<file path="src/rtl/axi_wr_slave.sv">
// Single-beat AXI write responder: collects AW and W in any order, issues one
// byte-strobed write to a synchronous memory port, then returns B after WRITE_LAT.
module axi_wr_slave #(
  parameter logic [31:0] BASE_ADDR = 32'h8000_0000,
  parameter logic [31:0] MEM_SIZE  = 32'h0800_0000,
  parameter int unsigned WRITE_LAT = 1
) (
  input  logic        ACLK,
  input  logic        ARESETn,
  input  logic        AWVALID,
  output logic        AWREADY,
  input  logic [31:0] AWADDR,
  input  logic        WVALID,
  output logic        WREADY,
  input  logic [63:0] WDATA,
  input  logic [7:0]  WSTRB,
  input  logic        WLAST,
  output logic        BVALID,
  input  logic        BREADY,
  output logic [1:0]  BRESP,
  output logic        mem_wen,
  output logic [31:0] mem_addr,
  output logic [63:0] mem_wdata,
  output logic [7:0]  mem_wstrb
);

  typedef enum logic [1:0] {
    S_IDLE,
    S_MEM,
    S_WAIT,
    S_RESP
  } state_e;

  localparam logic [1:0]  RESP_OKAY   = 2'b00;
  localparam logic [1:0]  RESP_SLVERR = 2'b10;
  localparam logic [3:0]  LAT_M1      = 4'(WRITE_LAT - 1);
  // Window end computed in 33 bits so BASE_ADDR + MEM_SIZE cannot wrap.
  localparam logic [32:0] ADDR_LIMIT  = {1'b0, BASE_ADDR} + {1'b0, MEM_SIZE};

  state_e      state_q, state_d;
  logic        aw_held_q, aw_held_d;
  logic        w_held_q, w_held_d;
  logic        awready_q, awready_d;
  logic        wready_q, wready_d;
  logic [31:0] addr_q, addr_d;
  logic [63:0] wdata_q, wdata_d;
  logic [7:0]  wstrb_q, wstrb_d;
  logic        wlast_q, wlast_d;
  logic [3:0]  cnt_q, cnt_d;
  logic        err;

  // Latched request stays constant from MEM through RESP, so the check is combinational.
  assign err = ({1'b0, addr_q} < {1'b0, BASE_ADDR}) ||
               ({1'b0, addr_q} >= ADDR_LIMIT) ||
               !wlast_q;

  assign AWREADY   = awready_q;
  assign WREADY    = wready_q;
  assign BVALID    = (state_q == S_RESP);
  assign BRESP     = (state_q == S_RESP && err) ? RESP_SLVERR : RESP_OKAY;
  assign mem_wen   = (state_q == S_MEM) && !err && (wstrb_q != 8'h00);
  assign mem_addr  = {addr_q[31:3], 3'b000};
  assign mem_wdata = wdata_q;
  assign mem_wstrb = wstrb_q;

  // NOTE: every variable gets its default before the case so no path infers a latch.
  always_comb begin
    state_d   = state_q;
    aw_held_d = aw_held_q;
    w_held_d  = w_held_q;
    addr_d    = addr_q;
    wdata_d   = wdata_q;
    wstrb_d   = wstrb_q;
    wlast_d   = wlast_q;
    cnt_d     = cnt_q;

    unique case (state_q)
      S_IDLE: begin
        if (AWVALID && awready_q) begin
          addr_d    = AWADDR;
          aw_held_d = 1'b1;
        end
        if (WVALID && wready_q) begin
          wdata_d  = WDATA;
          wstrb_d  = WSTRB;
          wlast_d  = WLAST;
          w_held_d = 1'b1;
        end
        if (aw_held_d && w_held_d) state_d = S_MEM;
      end
      S_MEM: begin
        cnt_d   = LAT_M1;
        state_d = (WRITE_LAT <= 1) ? S_RESP : S_WAIT;
      end
      S_WAIT: begin
        cnt_d = cnt_q - 4'd1;
        if (cnt_q <= 4'd1) state_d = S_RESP;
      end
      S_RESP: begin
        if (BREADY) begin
          aw_held_d = 1'b0;
          w_held_d  = 1'b0;
          state_d   = S_IDLE;
        end
      end
      default: state_d = S_IDLE;
    endcase

    // Ready is registered: it reflects where the FSM will be next cycle.
    awready_d = (state_d == S_IDLE) && !aw_held_d;
    wready_d  = (state_d == S_IDLE) && !w_held_d;
  end

  // NOTE: state uses non-blocking assignments; the latched request registers are
  // reset too because the memory port must read all-zero while in reset.
  always_ff @(posedge ACLK) begin
    if (!ARESETn) begin
      state_q   <= S_IDLE;
      aw_held_q <= 1'b0;
      w_held_q  <= 1'b0;
      awready_q <= 1'b0;
      wready_q  <= 1'b0;
      addr_q    <= '0;
      wdata_q   <= '0;
      wstrb_q   <= '0;
      wlast_q   <= 1'b0;
      cnt_q     <= '0;
    end else begin
      state_q   <= state_d;
      aw_held_q <= aw_held_d;
      w_held_q  <= w_held_d;
      awready_q <= awready_d;
      wready_q  <= wready_d;
      addr_q    <= addr_d;
      wdata_q   <= wdata_d;
      wstrb_q   <= wstrb_d;
      wlast_q   <= wlast_d;
      cnt_q     <= cnt_d;
    end
  end

endmodule

</file>
<file path="config.mk">
export PLATFORM = sky130hd
export DESIGN_NAME = axi_wr_slave
export DESIGN_NICKNAME = d
export VERILOG_FILES = /design/src/rtl/axi_wr_slave.sv
export SDC_FILE = /design/constraint.sdc
export NUM_CORES = 1
export LEC_CHECK = 0
export CAP_MARGIN = 15
export CORE_ASPECT_RATIO = 0.7
export CORE_UTILIZATION = 41
export DETAILED_ROUTE_END_ITERATION = 12
export PLACE_DENSITY_LB_ADDON = 0.3
export SLEW_MARGIN = 20
export SYNTH_ARGS = -nofsm -noshare
export SYNTH_HDL_FRONTEND = slang
export SYNTH_SLANG_ARGS = --single-unit
</file>
<file path="constraint.sdc">
create_clock -name ACLK -period 1.65 [get_ports ACLK]
set_clock_uncertainty 0.05 [all_clocks]
set_input_delay 0.495 -clock ACLK [delete_from_list [all_inputs] [get_ports ACLK]]
set_output_delay 0.495 -clock ACLK [all_outputs]
set_load 0.03 [all_outputs]
</file>
==> out/qor.yml, run 1 <==
status: "finished, violations left"
violations: "setup timing"
cp_slowest_cell: "or4_4"
grt_max_degree: 73
synth_edf_count: 0
dr.pass1.iters: 4
drive_gt1_share_pct: 14.9
pwr-share-seq_pct: 38.8
antenna_cells: 0
die-height_um: 91.1
hold_violations: 0
ys_seq_area_share_pct: 48.2
avgSynthCellArea_sq_um: 8.48
multi_input_area_sq_um: 2050
p_int_w: 0.00548
placed_area_sq_um: 6830
critical_path.endpoint_type: "primary output"
dr.first_iter.drc_count: 151
p_per_area_nw_per_um2: 1200
wl_per_cell_um: 13.9
cts_tree: "yes"
regArea_sq_um: 2260
fin_ws_ns: -0.435
crit_path_start_kind: "register"
synth_xor_area_share_pct: 0
synth-compound-area-share_pct: 18.3
grt_pass1_vias: 3999
synth_area_sq_um: 4650
rows: 32
pwr-share-clk_pct: 24.0
fin_crit_sh_pct: 126
cts_setup_buffers: 0
cap_violations: 0
fp.dieArea_sq_um: 11800
grt_pass1_wl_mm: 19.6
cts_root_buf: "clkbuf_16"
area_growth_pct: 53.7
place.gp.congestion: 0.772
fillers: 965
synth_cells: 549
core-area_sq_um: 11100
rsz0062_at_grt: "yes"
synth_cell_types: 34
fin_crit_ns: 2.09
slew_viol_final: 0
hpwl_mm: 8.95
grtUsageTotal_pct: 20.9
io_buffer_count: 212
cts.htree.levels: 3
clkSinkCount: 112
timing.fmax_ghz: 0.480
synth_adder_area_share_pct: 1.61
finalInstanceArea_sq_um: 7150
antenna_found_initial: 0
synthArstFlopShare_pct: 0
muxShareOfSynthArea_pct: 0.215
path_cells: "or4_4 -> o21ai_2 -> nor2_2 -> buf_12"
hold_path_class: "reg2reg"
overflow: 0
clock_latency_ns: 0.34
arrival_ns: 1.54
pin_count: 220
cp.required_ns: 1.10
yosys_warnings: 0
die_x_um: 129
routed_wl_mm: 12.5
synth-simple-area-share_pct: 21.3
clockBufferDepth: 2
viasPerCell: 4.64
synthTopCellsByArea: "dfxtp_1 48%, nand2_1 17%, a21boi_1 11%"
cp_max_fo: 2
leakage_nw: 2.82
critical_path_class: "reg2out"
setup_viol: 3
ys_ff_latch: 112
synth_top_family_by_area: "simple AND/OR/NAND/NOR gates"
ys.flop_type: "dfxtp_1"
peakVddDrop_mv: 0.604
synth_most_common_cell: "nand2_1"
ant_nets: 0
p_switching_w: 0.00310
synth_top_area_cell: "dfxtp_1"
layout.nets: 855
cts_buffers: 9
timing.hold.ws_ns: 0.403
synth_common_cells: "209 x nand2_1, 112 x dfxtp_1, 71 x a21boi_1, 34 x buf_4, 31 x a21boi_0"
swShare_pct: 36.1
start_util_pct: 42.1
vias: 4165
slowest_delay_ns: 0.52
clk_pin_slew_ns: 0.07
drcViolationCount: 0
synth_top_area_share_pct: 48.2
p_comb_share_pct: 37.1
## metrics by stage
| stage | TNS (ns) | std cells | total power [W] | setup WS [ns] | utilization (%) |
|---|---|---|---|---|---|
| after floorplan | -0.0332 | 552 | 0.00535 | -0.0332 | - |
| after global placement | -18.75 | 880 | 0.00650 | -0.312 | 61.8 |
| after detailed placement | -22.04 | 880 | 0.00660 | -0.383 | 61.8 |
| after CTS | -0.937 | 896 | 0.00853 | -0.464 | 64.1 |
| after global routing | -0.989 | 897 | 0.00905 | -0.493 | 64.7 |
| final | -0.811 | 897 | 0.00858 | -0.435 | 64.7 |
## layout by cell type, fill, tap and decap left out, types with 5 or more instances in the layout
master / Yosys / routed
a21boi_1: 71 / 71
clkdlybuf4s50_1: 0 / 104
and2_1: 6 / 5
dfxtp_2: 0 / 5
dlygate4sd2_1: 0 / 17
buf_4: 34 / 30
clkbuf_16: 0 / 10
a21boi_0: 31 / 31
clkbuf_2: 0 / 17
buf_12: 0 / 8
nand2_1: 209 / 209
clkdlybuf4s15_1: 0 / 55
dfxtp_1: 112 / 104
## layer usage
metal / vias up / global-route usage, % / part of all wire (%)
met4: 0 / 5.00 / 1.1
met2: 124 / 36.4 / 48
met3: 12 / 5.60 / 5.9
met5: - / 0 / 0
li1: 2113 / - / -
met1: 1916 / 25.5 / 45
## worst paths after layout
| check | startpoint | endpoint | slack, ns | depth (start not counted) |
|---|---|---|---|---|
| setup / recovery | mem_wstrb[3]$_SDFFE_PN0P_ | mem_wen | -0.44 | 4 |
| hold / removal | mem_wdata[45]$_SDFFE_PN0P_ | mem_wdata[45]$_SDFFE_PN0P_ | 0.40 | 2 |
| setup reg to reg | state_q[1]$_SDFF_PN0_ | AWREADY$_SDFF_PN0_ | 0.12 | 6 |
| hold reg to reg | mem_wdata[45]$_SDFFE_PN0P_ | mem_wdata[45]$_SDFFE_PN0P_ | 0.40 | 2 |
## sequential cells by signal, indices dropped and copies added, names as in the netlist
signal / flops
mem_wstrb: 8
cnt_q: 4
WREADY: 1
mem_wdata: 64
aw_held_q: 1
w_held_q: 1
state_q: 2
AWREADY: 1
wlast_q: 1
addr_q: 29
## area by class of cell
type                            count  share of cell area, %
Clock buffer                       10                   3.20
Clock inverter                      6                  0.735
Inverter                            5                  0.262
Multi-Input combinational cell    367                   28.7
Sequential cell                   112                   31.6
Tap cell                          153                   2.68
Timing Repair Buffer              244                   32.8
## power groups by stage
stage | Clock (W) | Combinational, W | Sequential (W)
floorplan | 0 | 0.00148 | 0.00386
global route | 0.00223 | 0.00344 | 0.00338
finish | 0.00206 | 0.00318 | 0.00333
global placement | 0 | 0.00315 | 0.00335
CTS | 0.00212 | 0.00309 | 0.00331
detailed placement | 0 | 0.00323 | 0.00337
## worst max-delay path, delay by kind of cell (launching register included)
kind / cells / cell delay [ns]
buffers and inverters: 1 / 0.13
AND/OR/NAND/NOR: 2 / 0.58
flip-flops: 1 / 0.32
AO/OA/AOI/OAI: 1 / 0.16
## cells by family after synthesis
kind of cell,count (synthesis)
flops,112
other cells,1
buf+inv,73
compound gates,116
mux,1
fa+ha+maj,6
simple gates,240
## repair_timing
item / in CTS / in global routing
cloned: 0 / 1
setup endpoints to repair: 134 / 139
pin swaps: 4 / 5
hold buffers: 0 / 0
endpoints found under the hold margin: 0 / 0
gates resized for setup: 131 / 107
No activity file was read; power rests on OpenSTA's default activity.
==> run 2, diff against run 1 <==
Settings changed: ABC_AREA set to 0.
==> results of run 2 <==
Final layout, timing and power as in run 1 (identical DEF).
==> run 3, diff against run 2 <==
Settings changed: CORE_UTILIZATION 41 to 35, CTS_BUF_LIST set to sky130_fd_sc_hd__clkbuf_2 sky130_fd_sc_hd__clkbuf_4 sky130_fd_sc_hd__clkbuf_8, SLEW_MARGIN 20 to not set.
==> out/qor.yml, run 3 (synthesis gave the netlist of run 1 again) <==
status: "finished, violations left"
violations: "setup timing"
grt_max_degree: 63
final_common_cell: "nand2_1"
rsz0062_at_grt: "yes"
vias: 4203
final_cell_mix: "209 x nand2_1, 104 x clkdlybuf4s50_1, 103 x dfxtp_1"
wl_per_cell_um: 14.2
critical_path.endpoint_type: "primary output"
leakage_nw: 2.77
cp_max_fo: 2
slew_viol_final: 0
grt_pass1_vias: 4004
grt_util_met2_pct: 30.8
die-height_um: 98.5
rows: 34
timing.fmax_ghz: 0.476
fillers: 1130
fin_ws_ns: -0.449
cap_violations: 0
routed_wl_mm: 12.9
p_per_area_nw_per_um2: 1180
fin_crit_ns: 2.10
finalInstanceArea_sq_um: 7200
swShare_pct: 35.5
p_comb_share_pct: 40.0
hpwl_mm: 8.96
largest_register_ffs: 64
die_x_um: 140
final_util_pct: 56.8
layout.nets: 859
drcViolationCount: 0
pwr-share-seq_pct: 39.4
antenna_found_initial: 0
ant_nets: 0
place.gp.congestion: 0.799
timing.hold.ws_ns: 0.407
p_switching_w: 0.00300
antenna_cells: 0
crit_path_start_kind: "register"
cp.required_ns: 1.10
drive_gt1_share_pct: 25.2
area_growth_pct: 54.7
grt-busiest-layer: "met2"
grtUsageTotal_pct: 17.7
overflow: 0
cts_buffers: 9
cts.htree.levels: 3
clockBufferDepth: 2
io_buffer_count: 212
clock_latency_ns: 0.36
peakVddDrop_mv: 0.520
grt_pass1_wl_mm: 19.7
critical_path_class: "reg2out"
setup_viol: 3
start_util_pct: 36.7
setup_tns_ns: -0.788
hold_violations: 0
cts_root_buf: "clkbuf_8"
clkSinkCount: 112
arrival_ns: 1.55
p_int_w: 0.00546
pin_count: 220
placed_area_sq_um: 6920
core-area_sq_um: 12700
fp.dieArea_sq_um: 13800
fin_crit_sh_pct: 127
pwr-share-clk_pct: 20.6
clk_pin_slew_ns: 0.10
dr.pass1.iters: 4
cts_tree: "yes"
viasPerCell: 4.62
hold_path_class: "reg2reg"
dr.first_iter.drc_count: 141
grt_use_met3_pct: 4.71
met1_usage_pct: 21.8
==> run 3: worst max-delay path: stages (launching register included) <==
cell     delay [ns]
dfxtp_2        0.33
or4_4          0.52
o21ai_2        0.16
nor2_2         0.05
buf_6          0.13
==> run 3: metrics by stage <==
step           setup WS, ns  instances  total power, W
2_1_floorplan       -0.0332        552         0.00535
3_3_place_gp         -0.570        891         0.00661
3_5_place_dp         -0.566        891         0.00668
4_1_cts              -0.499        906         0.00837
5_1_grt              -0.532        909         0.00896
6_report             -0.449        909         0.00847
==> run 3: routing by layer <==
| layer | part of all wire (%) | wire [um] |
|---|---|---|
| met3 | 5.4 | 693 |
| met2 | 48 | 6140 |
| met1 | 46 | 5950 |
| met4 | 0.96 | 124 |
| met5 | 0 | 0 |
==> run 3: power groups by stage <==
stage	sequential, W	clock (W)	combinational, W
after global routing	0.00338	0.00194	0.00363
final	0.00334	0.00175	0.00338
after detailed placement	0.00338	0	0.00330
after floorplan	0.00386	0	0.00148
after CTS	0.00333	0.00181	0.00324
after global placement	0.00335	0	0.00326
==> run 3: final timing paths <==
path / from / end / slack [ns] / depth (start not counted)
hold reg to reg: mem_wdata[13]$_SDFFE_PN0P_ / mem_wdata[13]$_SDFFE_PN0P_ / 0.41 / 2
setup / recovery: mem_wstrb[3]$_SDFFE_PN0P_ / mem_wen / -0.45 / 4
setup reg to reg: state_q[1]$_SDFF_PN0_ / WREADY$_SDFF_PN0_ / 0.04 / 7
hold / removal: mem_wdata[13]$_SDFFE_PN0P_ / mem_wdata[13]$_SDFFE_PN0P_ / 0.41 / 2
==> run 3: layout make-up <==
class                      instances  area, sq um  share of cell area (%)
clock buffer                      11          139                    1.93
inverter                           5         18.8                   0.261
multi-input combinational        367         2050                    28.5
timing repair buffer             248         2460                    34.2
tap                              162          203                    2.81
clock inverter                     4         70.1                   0.973
sequential                       112         2260                    31.3
==> run 3: timing repair <==
item	in CTS	in global routing
cloned	0	3
hold buffers	0	0
buffers inserted	0	0
resized for setup	290	69
endpoints found under the setup margin	131	95
pin swaps	6	4
